===== src/rtl/cam_pkg.sv =====
// Shared definitions for the camera capture stage: FSM encoding,
// RGB565 field positions and the integer luma weights.
package cam_pkg;

  typedef enum logic [1:0] {
    ST_IDLE       = 2'd0,
    ST_WAIT_VS_HI = 2'd1,
    ST_WAIT_VS_LO = 2'd2,
    ST_CAPTURE    = 2'd3
  } cap_state_e;

  // RGB565 field positions within a 16-bit pixel
  localparam int R_MSB = 15;
  localparam int R_LSB = 11;
  localparam int G_MSB = 10;
  localparam int G_LSB = 5;
  localparam int B_MSB = 4;
  localparam int B_LSB = 0;

  // y = (2*r + 5*g + 1*b) >> 3 on 8-bit expanded channels
  localparam int LUMA_R     = 2;
  localparam int LUMA_G     = 5;
  localparam int LUMA_B     = 1;
  localparam int LUMA_SHIFT = 3;

endpackage


===== src/rtl/cam_frame_capture_if.sv =====
// Camera byte bus (inputs plus register clock-enable) and the
// scratchpad pixel write port of the capture stage.
interface cam_frame_capture_if #(
  parameter int ADDR_WIDTH = 13
);
  logic [7:0]            cam_dat;
  logic                  cam_href;
  logic                  cam_vsync;
  logic                  cam_dat_en;
  logic                  px_we;
  logic [ADDR_WIDTH-1:0] px_addr;
  logic [15:0]           px_data;

  // capture stage side
  modport master (
    input  cam_dat, cam_href, cam_vsync,
    output cam_dat_en, px_we, px_addr, px_data
  );

  // camera pads / scratchpad side
  modport slave (
    output cam_dat, cam_href, cam_vsync,
    input  cam_dat_en, px_we, px_addr, px_data
  );
endinterface


===== src/rtl/cam_rgb2gray.sv =====
// Combinational RGB565 -> 8-bit luma. Channels are widened to 8 bits by
// replicating their MSBs so full-scale inputs map to 255.
module cam_rgb2gray
  import cam_pkg::*;
(
  input  logic [15:0] pix,
  output logic [7:0]  y
);

  logic [4:0]  r5;
  logic [5:0]  g6;
  logic [4:0]  b5;
  logic [7:0]  r8;
  logic [7:0]  g8;
  logic [7:0]  b8;
  logic [10:0] sum;

  assign r5 = pix[R_MSB:R_LSB];
  assign g6 = pix[G_MSB:G_LSB];
  assign b5 = pix[B_MSB:B_LSB];

  assign r8 = {r5, r5[4:2]};
  assign g8 = {g6, g6[5:4]};
  assign b8 = {b5, b5[4:2]};

  // weights sum to 8, so the worst case 8*255 = 2040 fits in 11 bits
  assign sum = 11'(LUMA_R) * {3'b000, r8}
             + 11'(LUMA_G) * {3'b000, g8}
             + 11'(LUMA_B) * {3'b000, b8};

  assign y = 8'(sum >> LUMA_SHIFT);

endmodule


===== src/rtl/cam_frame_capture.sv =====
// Camera-domain frame capture: pairs bytes into RGB565 pixels, decimates
// in both axes and writes one frame linearly into the scratchpad.
// Optional build macro CAM_GRAY_EN: write {8'h00, luma} instead of RGB565.
module cam_frame_capture
  import cam_pkg::*;
#(
  parameter int COLS       = 640,
  parameter int ROWS       = 480,
  parameter int DEC_SHIFT  = 3,
  parameter int ADDR_WIDTH = 13
) (
  input  logic                 cam_xclk,
  input  logic                 resetn,
  input  logic                 start,
  output logic                 busy,
  output logic                 done,
  output logic                 overflow,
  cam_frame_capture_if.master  bus
);

  localparam int CW = $clog2(COLS + 1);
  localparam int RW = $clog2(ROWS + 1);

  cap_state_e            state;
  cap_state_e            state_nx;
  logic [CW-1:0]         col;
  logic [RW-1:0]         row;
  logic                  phase;
  logic [7:0]            hi;
  logic                  href_q;
  logic [ADDR_WIDTH-1:0] addr;
  logic                  addr_full;

  logic                  capturing;
  logic                  href_fall;
  logic                  keep;
  logic [15:0]           pix_raw;
  logic [15:0]           pix_out;

  assign capturing = (state == ST_CAPTURE);
  assign href_fall = capturing && href_q && !bus.cam_href;
  assign pix_raw   = {hi, bus.cam_dat};

  // a pixel completes on a phase-1 byte; keep only the decimation grid
  assign keep = capturing && bus.cam_href && phase
             && (col[DEC_SHIFT-1:0] == '0) && (row[DEC_SHIFT-1:0] == '0)
             && (col < CW'(COLS)) && (row < RW'(ROWS));

`ifdef CAM_GRAY_EN
  logic [7:0] luma;

  cam_rgb2gray u_rgb2gray (
    .pix (pix_raw),
    .y   (luma)
  );

  assign pix_out = {8'h00, luma};
`else
  assign pix_out = pix_raw;
`endif

  // FSM state register
  always_ff @(posedge cam_xclk or negedge resetn) begin
    // NOTE: clocked state uses <= so every register samples pre-edge values
    if (!resetn) state <= ST_IDLE;
    else         state <= state_nx;
  end

  // FSM next-state and state-decoded outputs
  always_comb begin
    // NOTE: defaults first so no path leaves an output unassigned (no latch)
    state_nx       = state;
    busy           = 1'b1;
    bus.cam_dat_en = 1'b0;
    unique case (state)
      ST_IDLE: begin
        busy = 1'b0;
        if (start) state_nx = ST_WAIT_VS_HI;
      end
      ST_WAIT_VS_HI: begin
        if (bus.cam_vsync) state_nx = ST_WAIT_VS_LO;
      end
      ST_WAIT_VS_LO: begin
        bus.cam_dat_en = 1'b1;
        if (!bus.cam_vsync) state_nx = ST_CAPTURE;
      end
      ST_CAPTURE: begin
        bus.cam_dat_en = 1'b1;
        if (bus.cam_vsync) state_nx = ST_IDLE;
      end
      default: state_nx = ST_IDLE;
    endcase
  end

  // byte pairing, saturating row/col counters, address and overflow tracking
  always_ff @(posedge cam_xclk or negedge resetn) begin
    if (!resetn) begin
      col       <= '0;
      row       <= '0;
      phase     <= 1'b0;
      hi        <= '0;
      href_q    <= 1'b0;
      addr      <= '0;
      addr_full <= 1'b0;
      overflow  <= 1'b0;
    end else begin
      href_q <= bus.cam_href;
      if (state == ST_IDLE && start) begin
        col       <= '0;
        row       <= '0;
        phase     <= 1'b0;
        addr      <= '0;
        addr_full <= 1'b0;
        overflow  <= 1'b0;
      end else if (capturing) begin
        if (!bus.cam_href) begin
          // a dangling phase-1 byte on an odd-length line is dropped here
          phase <= 1'b0;
          if (href_fall) begin
            col <= '0;
            if (row < RW'(ROWS)) row <= row + 1'b1;
          end
        end else begin
          phase <= ~phase;
          if (!phase) hi <= bus.cam_dat;
          else if (col < CW'(COLS)) col <= col + 1'b1;
          if (keep) begin
            // the last address is written once; later kept pixels only flag
            if (addr_full)     overflow  <= 1'b1;
            else if (&addr)    addr_full <= 1'b1;
            else               addr      <= addr + 1'b1;
          end
        end
      end else begin
        phase <= 1'b0;
      end
    end
  end

  // registered scratchpad write port and end-of-frame pulse
  always_ff @(posedge cam_xclk or negedge resetn) begin
    if (!resetn) begin
      bus.px_we   <= 1'b0;
      bus.px_addr <= '0;
      bus.px_data <= '0;
      done        <= 1'b0;
    end else begin
      bus.px_we <= keep && !addr_full;
      if (keep && !addr_full) begin
        bus.px_addr <= addr;
        bus.px_data <= pix_out;
      end
      done <= capturing && bus.cam_vsync;
    end
  end

endmodule


===== src/flat_wrapper.sv =====
// flat-port wrapper written by rule: the top's interface ports become plain ports
module cam_frame_capture_flat import cam_pkg::*;
#(
  parameter int COLS       = 640,
  parameter int ROWS       = 480,
  parameter int DEC_SHIFT  = 3,
  parameter int ADDR_WIDTH = 13
)
  (cam_xclk, resetn, start, busy, done, overflow, bus_cam_dat, bus_cam_href, bus_cam_vsync, bus_cam_dat_en, bus_px_we, bus_px_addr, bus_px_data);
  cam_frame_capture_if #(.ADDR_WIDTH(ADDR_WIDTH)) bus_i ();
  input  logic cam_xclk;
  input  logic resetn;
  input  logic start;
  output logic busy;
  output logic done;
  output logic overflow;
  input wire logic [$bits(bus_i.cam_dat)-1:0] bus_cam_dat;
  input wire logic [$bits(bus_i.cam_href)-1:0] bus_cam_href;
  input wire logic [$bits(bus_i.cam_vsync)-1:0] bus_cam_vsync;
  output wire logic [$bits(bus_i.cam_dat_en)-1:0] bus_cam_dat_en;
  output wire logic [$bits(bus_i.px_we)-1:0] bus_px_we;
  output wire logic [$bits(bus_i.px_addr)-1:0] bus_px_addr;
  output wire logic [$bits(bus_i.px_data)-1:0] bus_px_data;
  assign bus_i.cam_dat = bus_cam_dat;
  assign bus_i.cam_href = bus_cam_href;
  assign bus_i.cam_vsync = bus_cam_vsync;
  assign bus_cam_dat_en = bus_i.cam_dat_en;
  assign bus_px_we = bus_i.px_we;
  assign bus_px_addr = bus_i.px_addr;
  assign bus_px_data = bus_i.px_data;
  cam_frame_capture #(.COLS(COLS), .ROWS(ROWS), .DEC_SHIFT(DEC_SHIFT), .ADDR_WIDTH(ADDR_WIDTH)) u_core (.cam_xclk(cam_xclk), .resetn(resetn), .start(start), .busy(busy), .done(done), .overflow(overflow), .bus(bus_i));
endmodule

===== config.mk =====
export PLATFORM = sky130hd
export DESIGN_NAME = cam_frame_capture_flat
export DESIGN_NICKNAME = d
export VERILOG_FILES = /design/src/rtl/cam_pkg.sv /design/src/rtl/cam_frame_capture_if.sv /design/src/rtl/cam_rgb2gray.sv /design/src/rtl/cam_frame_capture.sv /design/src/flat_wrapper.sv
export SDC_FILE = /design/constraint.sdc
export NUM_CORES = 1
export LEC_CHECK = 0
export ABC_AREA = 1
export CORE_MARGIN = 10
export CORE_UTILIZATION = 35
export DETAILED_ROUTE_END_ITERATION = 6
export GPL_TIMING_DRIVEN = 0
export SLEW_MARGIN = 20
export SYNTH_ARGS = -nofsm -noshare
export SYNTH_HDL_FRONTEND = slang
export SYNTH_HIERARCHICAL = 1
export SYNTH_SLANG_ARGS = --single-unit

===== constraint.sdc =====
create_clock -name cam_xclk -period 1.4 [get_ports cam_xclk]
set_input_delay 0.28 -clock cam_xclk [delete_from_list [all_inputs] [get_ports cam_xclk]]
set_output_delay 0.28 -clock cam_xclk [all_outputs]
set_load 0.03 [all_outputs]

==> impl_metrics.py, run 1 <==
metrics = {
    "placement": {
        "io_buffers": 46,
        "dpl_cell_area_um2": 4659,
        "dp_hpwl_um": 6941,
        "gp_congestion": 0.8049,
    },
    "synthesis": {
        "ys_ff_latch": 77,
        "synthesis.nets": 522,
        "yosys.cell_types.count": 33,
        "yosysSeqAreaShare_pct": 49.25,
        "synth.avg_cell_area_um2": 7.841,
        "syn_inst": 499,
        "yosysWarnings": 6,
        "synth_area_um2": 3913,
    },
    "pwr": {
        "power_w": 0.008274,
        "power_density_nw_per_um2": 1399,
        "vdd_drop_max_uv": 1252,
        "power_leakage_nw": 2.796,
    },
    "finish": {
        "antennaDiodeCount": 0,
        "drive_above_1_share_pct": 43.28,
        "utilization_pct": 54.32,
        "final_area_um2": 5914,
        "synthToLayoutAreaGrowth_pct": 51.17,
        "finish.net_count": 628,
    },
    "global_routing": {
        "grt_overflow": 0,
        "grt_start_max_net_pins": 41,
        "grt_pass1_wl_um": 18170,
        "grt_use_total_pct": 13.65,
        "grt_antenna_before_repair": 0,
        "grt_pass1_vias": 3670,
    },
    "clock_tree": {
        "numCtsBuffers": 9,
        "cts_max_level": 3,
        "cts_tree": "done",
        "clock_sinks": 77,
        "root_buffer": "clkbuf_8",
        "clk_pin_slew_ns": 0.08,
        "insertion_delay_ns": 0.36,
        "cts_buffer_depth": 2,
    },
    "routing": {
        "drt_wl_total_um": 11250,
        "wl_per_cell_um": 15.00,
        "vias": 3682,
        "ant_nets": 0,
        "avgViaCountPerCell": 4.909,
        "drtPass1Iterations": 4,
        "drt_iter0_drc": 220,
        "drc": 0,
    },
    "worst_hold_path": {
        "hold_depth": 1,
        "hold_start": "bus_cam_href",
        "hold_class": "in -> reg",
        "worstHoldEndpoint": "u_core/href_q$_DFF_PN0_",
    },
    "run_status": {
        "violations": "setup timing",
        "status": "complete, but fails checks",
    },
    "timing": {
        "fmax_mhz": 594.3,
        "slew_violations": 0,
        "rsz0062_at_grt": "true",
        "setup_slack_ns": -0.2826,
        "maxSlewHeadroom_pct": 66.59,
        "worstMarginPinSlew_ns": 0.5011,
        "hold_viol_final": 0,
        "period_share_pct": 120.2,
        "period_minus_slack_ns": 1.683,
        "setup_viol": 75,
        "clock_skew_ns": 0.008697,
        "fin_setup_tns_ns": -12.36,
    },
    "floorplanning": {
        "dieArea_um2": 15810,
        "num_rows": 38,
        "core_um2": 10890,
        "die_h_um": 125.7,
        "die_x_um": 125.7,
        "io_pins": 47,
        "start_util_pct": 35.93,
    },
    "flow_run": {
        "max-cap-violations": 0,
    },
    "setup_path": {
        "critical_path_required_ns": 1.12,
        "cp-start-kind": "flip-flop",
        "cpPeakStageDelay_ns": 0.47,
        "r2r-start": "u_core/state[1]$_DFFE_PN0P_",
        "worstSetupPathType": "reg -> out",
        "critPathMaxFanout": 5,
        "reg2regPathDepth": 8,
        "worst_path_max_delay_cell": "dfrtp_2",
        "rr_endpoint": "u_core/bus.px_data[2]$_DFFE_PN0P_",
        "crit_family": "flip-flops",
        "arrival_ns": 1.40,
        "critPathBufInv": 1,
        "rrSetupSlack_ns": -0.25,
        "cp-end-kind": "primary output",
        "path_cells": "ha_4, or2_4, buf_6",
    },
}
-- Yosys cell counts --
master	number	area, um^2
o21ai_1	18	90.09
buf_4	3	22.52
nand3_1	26	130.1
nand2_1	177	664.4
or2_2	1	6.260
o21ai_0	19	95.09
inv_4	1	6.260
nor3b_1	1	7.510
nor2_2	2	12.51
inv_2	3	11.26
nand4_1	17	106.4
nor2_1	48	180.2
o21bai_1	1	7.510
clkinv_1	1	3.750
nand3_2	2	20.02
clkbuf_1	1	3.750
nand2_4	1	11.26
a31o_2	1	8.760
inv_1	53	198.9
nor2_4	2	22.52
buf_2	3	15.01
nand3b_1	3	22.52
buf_1	2	7.510
a21oi_1	9	45.04
nand3_4	1	17.52
dfrtp_1	77	1927
xor2_1	4	35.03
nor3_4	1	16.27
xnor2_1	1	8.760
o22ai_1	2	12.51
buf_6	5	56.30
ha_1	10	125.1
nor3_1	3	15.01
-- layout make-up --
class,instances,area [um^2]
buffer,13,155.1
timing repair inverter,1,8.758
clock buffer,10,127.6
multi-input combinational,352,2326
clock inverter,6,70.07
fill,999,4974
tap,140,175.2
inverter,58,237.7
timing repair buffer,93,883.3
sequential,77,1931
-- worst register-to-register path, cell delays in order, from the launching register on --
cell and delay [ns]:
dfrtp_2 0.45, ha_4 0.20, nand2_4 0.07, nor3_4 0.24, nand3_4 0.22, inv_4 0.16
buf_6 0.15, nand2_2 0.05, nand2_1 0.06
-- power breakdown --
part           total (W)  internal (W)  switching (W)
Clock            0.00173      0.000837       0.000893
Combinational    0.00368       0.00165        0.00203
Sequential       0.00286       0.00256       0.000301
-- registers in the layout (all words and copies together), names as in the netlist --
| register | cells |
|---|---|
| u_core/bus.px_addr | 13 |
| u_core/hi | 8 |
| u_core/overflow | 1 |
| u_core/col | 10 |
| u_core/addr | 13 |
| u_core/done | 1 |
| u_core/row | 9 |
| u_core/bus.px_data | 16 |
| u_core/addr_full | 1 |
| u_core/state | 2 |
| u_core/href_q | 1 |
| u_core/phase | 1 |
| u_core/bus.px_we | 1 |
-- logic make-up (layout without fill, tap and decap cells) --
| kind of cell | Yosys count | count (layout) | share of synthesized area [%] |
|---|---|---|---|
| AOI/OAI and AO/OA | 50 | 50 | 6.620 |
| xor gates and xnor gates | 5 | 5 | 1.119 |
| adders and majority gates | 10 | 10 | 3.198 |
| buffers and inverters | 72 | 181 | 8.314 |
| DFF | 77 | 77 | 49.25 |
| and+or+nand+nor | 285 | 287 | 31.50 |
-- repair_timing --
| action | 4_1_cts | 5_1_grt |
|---|---|---|
| endpoints found under the hold margin | 37 | 0 |
| endpoints found under the setup margin | 109 | 92 |
| resized for setup | 181 | 162 |
| hold buffers | 1 | 0 |
| pin swaps | 20 | 48 |
| cloned | 8 | 2 |
| setup buffers | 24 | 16 |
-- per-stage QoR --
step	setup slack (ns)	hold slack [ns]	instances
4_1_cts	-0.3167	0.3954	734
2_1_floorplan	-0.07521	-0.01559	499
3_3_place_gp	-2.779	0.4624	685
6_report	-0.2826	0.4085	750
5_1_grt	-0.3236	0.4087	750
3_5_place_dp	-0.6838	0.2812	686
-- routing by layer --
metal	global-route usage [%]	up-vias	routed length, um
li1	-	1802	-
met1	17.60	1786	5177
met2	21.92	82	5459
met3	2.894	12	452
met4	5.291	0	161
met5	0	-	0
-- cell usage in the layout (no fill, tap or decap), types with 4 or more instances in the layout --
cell type | netlist | routed
buf_6 | 5 | 31
ha_4 | 0 | 5
nand4_1 | 17 | 17
nand2_2 | 0 | 51
o21ai_2 | 0 | 20
a21oi_2 | 0 | 6
nand3_4 | 1 | 8
nor2_1 | 48 | 39
clkdlybuf4s50_1 | 0 | 11
nand3_1 | 26 | 13
nor2_2 | 2 | 4
inv_2 | 3 | 8
clkdlybuf4s15_2 | 0 | 13
nand2_1 | 177 | 109
clkbuf_8 | 0 | 9
inv_4 | 1 | 5
dfrtp_1 | 77 | 74
buf_4 | 3 | 24
o21ai_1 | 18 | 16
nand2_4 | 1 | 15
inv_1 | 53 | 43
clkbuf_2 | 0 | 14
nand3_2 | 2 | 9
nor2_4 | 2 | 10
xor2_1 | 4 | 4
-- worst max path at each step --
| stage | from | to | slack (ns) | cells past startpoint |
|---|---|---|---|---|
| after CTS | u_core/state[0]$_DFFE_PN0P_ | bus_cam_dat_en | -0.32 | 4 |
| after global routing | u_core/state[1]$_DFFE_PN0P_ | bus_cam_dat_en | -0.32 | 3 |
| after detailed placement | bus_cam_href | u_core/hi[7]$_DFFE_PN0P_ | -0.68 | 8 |
| final | u_core/state[1]$_DFFE_PN0P_ | bus_cam_dat_en | -0.28 | 3 |
| after floorplan | u_core/state[0]$_DFFE_PN0P_ | u_core/bus.px_addr[11]$_DFFE_PN0P_ | -0.08 | 8 |
| after global placement | resetn | u_core/state[1]$_DFFE_PN0P_ | -2.78 | 1 |
No activity file was read; power rests on OpenSTA's default activity.
==> run 2: changes to the inputs <==
--- a/config.mk
+++ b/config.mk
@@ -7,9 +7,10 @@
 export LEC_CHECK = 0
 export ABC_AREA = 1
 export CORE_MARGIN = 10
-export CORE_UTILIZATION = 35
+export CORE_UTILIZATION = 50
 export DETAILED_ROUTE_END_ITERATION = 6
 export GPL_TIMING_DRIVEN = 0
+export PLACE_DENSITY = 0.76
 export SLEW_MARGIN = 20
 export SYNTH_ARGS = -nofsm -noshare
 export SYNTH_HDL_FRONTEND = slang
==> run 2 against run 1 <==
Compared with the run above: the flow still finishes with violations (setup timing); clock skew grew 0.0066 ns; register-to-register slack worse by 0.11 ns; maximum frequency is 4.8% lower; global-route usage is 5.6 points higher; via count rose by 2.4%; combinational power down 14%; flip-flop and latch count stayed put; sequential power is essentially flat; critical endpoint unchanged.
==> impl_metrics.py, run 2 (synthesis gave the netlist of run 1 again) <==
metrics = {
    "run_status": {
        "status": "complete, but fails checks",
        "violations": "setup timing",
    },
    "pwr": {
        "switchingPower_w": 0.003087,
        "power_density_nw_per_um2": 1401,
        "pwr-share-comb_pct": 41.3,
        "internal-power_w": 0.004610,
        "vdd_drop_max_uv": 1079,
        "swShare_pct": 40.11,
        "power_leakage_nw": 2.641,
        "p_clk_share_pct": 21.5,
        "power_w": 0.007698,
        "p_seq_share_pct": 37.2,
    },
    "clock_tree": {
        "clock_sinks": 77,
        "numCtsBuffers": 9,
        "cts_max_level": 3,
        "clk_pin_slew_ns": 0.10,
        "root_buffer": "clkbuf_8",
        "cts_buffer_depth": 2,
        "cts_tree": "done",
        "insertion_delay_ns": 0.37,
    },
    "setup_path": {
        "critPathMaxFanout": 3,
        "worstSetupPathType": "reg -> out",
        "cp-end-kind": "primary output",
        "reg2regPathDepth": 9,
        "critical_path.most_common_cell": "buf_6",
        "r2r-start": "u_core/row[7]$_DFFE_PN0P_",
        "rrSetupSlack_ns": -0.36,
        "worst_path_max_delay_cell": "dfrtp_2",
        "arrival_ns": 1.49,
        "rr_endpoint": "u_core/addr_full$_DFFE_PN0P_",
        "cp-start-kind": "flip-flop",
        "cpPeakStageDelay_ns": 0.47,
        "critPathBufInv": 2,
        "path_cells": "buf_6, ha_4, or2_4, buf_6",
        "crit_family": "flip-flops",
        "critical_path_required_ns": 1.12,
    },
    "timing": {
        "worstMarginPinSlew_ns": 0.4872,
        "hold_viol_final": 0,
        "slew_violations": 0,
        "fmax_mhz": 565.5,
        "setup_viol": 73,
        "setup_slack_ns": -0.3682,
        "period_share_pct": 126.3,
        "rsz0062_at_grt": "true",
        "maxSlewHeadroom_pct": 67.40,
        "clock_skew_ns": 0.01526,
        "period_minus_slack_ns": 1.768,
        "holdWs_ns": 0.3672,
    },
    "global_routing": {
        "grt_start_max_net_pins": 52,
        "grt_pass1_wl_um": 18160,
        "grt_use_total_pct": 19.29,
        "grt_pass1_vias": 3739,
        "grt_antenna_before_repair": 0,
        "grt_overflow": 0,
    },
    "placement": {
        "dp_hpwl_um": 6399,
        "io_buffers": 46,
        "gp_congestion": 0.8976,
    },
    "routing": {
        "drc": 0,
        "drt_iter0_drc": 312,
        "drt_wl_total_um": 11250,
        "avgViaCountPerCell": 5.346,
        "vias": 3769,
        "ant_nets": 0,
        "drtPass1Iterations": 5,
        "wl_per_cell_um": 15.95,
    },
    "floorplanning": {
        "die_h_um": 108.5,
        "num_rows": 32,
        "start_util_pct": 50.90,
        "core_um2": 7687,
        "dieArea_um2": 11760,
        "die_x_um": 108.5,
        "io_pins": 47,
    },
    "finish": {
        "largest_reg_flops": 16,
        "synthToLayoutAreaGrowth_pct": 40.42,
        "mostFrequentLayoutCells": "nand2_1 (138), dfrtp_1 (75), nor2_1 (43)",
        "finish.net_count": 621,
        "largestRegisters": "u_core/bus.px_data (16), u_core/addr (13), u_core/bus.px_addr (13)",
        "antennaDiodeCount": 0,
        "drive_above_1_share_pct": 33.50,
        "largest-register": "u_core/bus.px_data",
        "n_fill_cell": 574,
        "utilization_pct": 71.47,
        "final_common_cell": "nand2_1",
    },
    "worst_hold_path": {
        "hold_class": "in -> async",
    },
    "flow_run": {
        "max-cap-violations": 0,
    },
}
==> run 2: cell count changes in the layout (fill, tap and decap cells not counted), moves of 6 or more <==
cell | before | now
clkdlybuf4s15_2 | 13 | 19
nand2_1 | 109 | 138
nand2_2 | 51 | 34
nand2_4 | 15 | 5
o21ai_2 | 20 | 6
o21ai_1 | 16 | 28
==> run 2: power groups by stage <==
stage	Combinational, W	Clock (W)	Sequential (W)
6_report	0.00318	0.00166	0.00286
3_3_place_gp	0.00198	0	0.00286
5_1_grt	0.00348	0.00178	0.00290
2_1_floorplan	0.00143	0	0.00287
4_1_cts	0.00271	0.00167	0.00285
3_5_place_dp	0.00205	0	0.00287
==> run 2: final cells by class <==
class	instances	area, um^2	area share (%)
tap	102	127.6	2.323
inverter	58	232.7	4.236
multi-input combinational	352	2039	37.12
timing repair buffer	86	825.8	15.03
clock buffer	9	123.9	2.255
timing repair inverter	1	6.256	0.1139
sequential	77	1929	35.12
clock inverter	7	63.81	1.161
buffer	13	145.1	2.642
==> run 2: what timing repair did <==
action                     CTS  global route
resized for setup          179            67
gates cloned                12             0
hold endpoints to repair    26             0
hold buffers                 1             0
setup endpoints to repair  108            87
setup buffers               22             7
pin swaps                    8            15
==> run 2: metal layers <==
layer  GRT usage, %  vias up  share of wire, %
met5              0        -                 0
met4          6.780        0               1.9
met3          4.402       27               6.9
met2          33.10      150                50
met1          23.24     1797                41
li1               -     1795                 -
==> run 2: worst max-delay path by stage <==
stage	from	to	depth (start not counted)
finish	u_core/state[1]$_DFFE_PN0P_	bus_cam_dat_en	4
global route	u_core/row[6]$_DFFE_PN0P_	u_core/bus.px_addr[2]$_DFFE_PN0P_	8
CTS	u_core/state[1]$_DFFE_PN0P_	bus_cam_dat_en	3
detailed placement	bus_cam_href	u_core/hi[2]$_DFFE_PN0P_	8
global placement	resetn	u_core/addr[10]$_DFFE_PN0P_	1
floorplan	u_core/state[0]$_DFFE_PN0P_	u_core/bus.px_addr[11]$_DFFE_PN0P_	8
==> run 2: metrics by stage <==
step,setup slack [ns],cell area [um^2],std cells,setup TNS [ns]
2_1_floorplan,-0.07521,4006,499,-2.333
3_5_place_dp,-0.6404,4619,648,-33.98
6_report,-0.3682,5494,705,-15.97
3_3_place_gp,-2.646,4594,647,-235.93
4_1_cts,-0.3131,5326,698,-14.14
5_1_grt,-0.4119,5494,705,-21.85
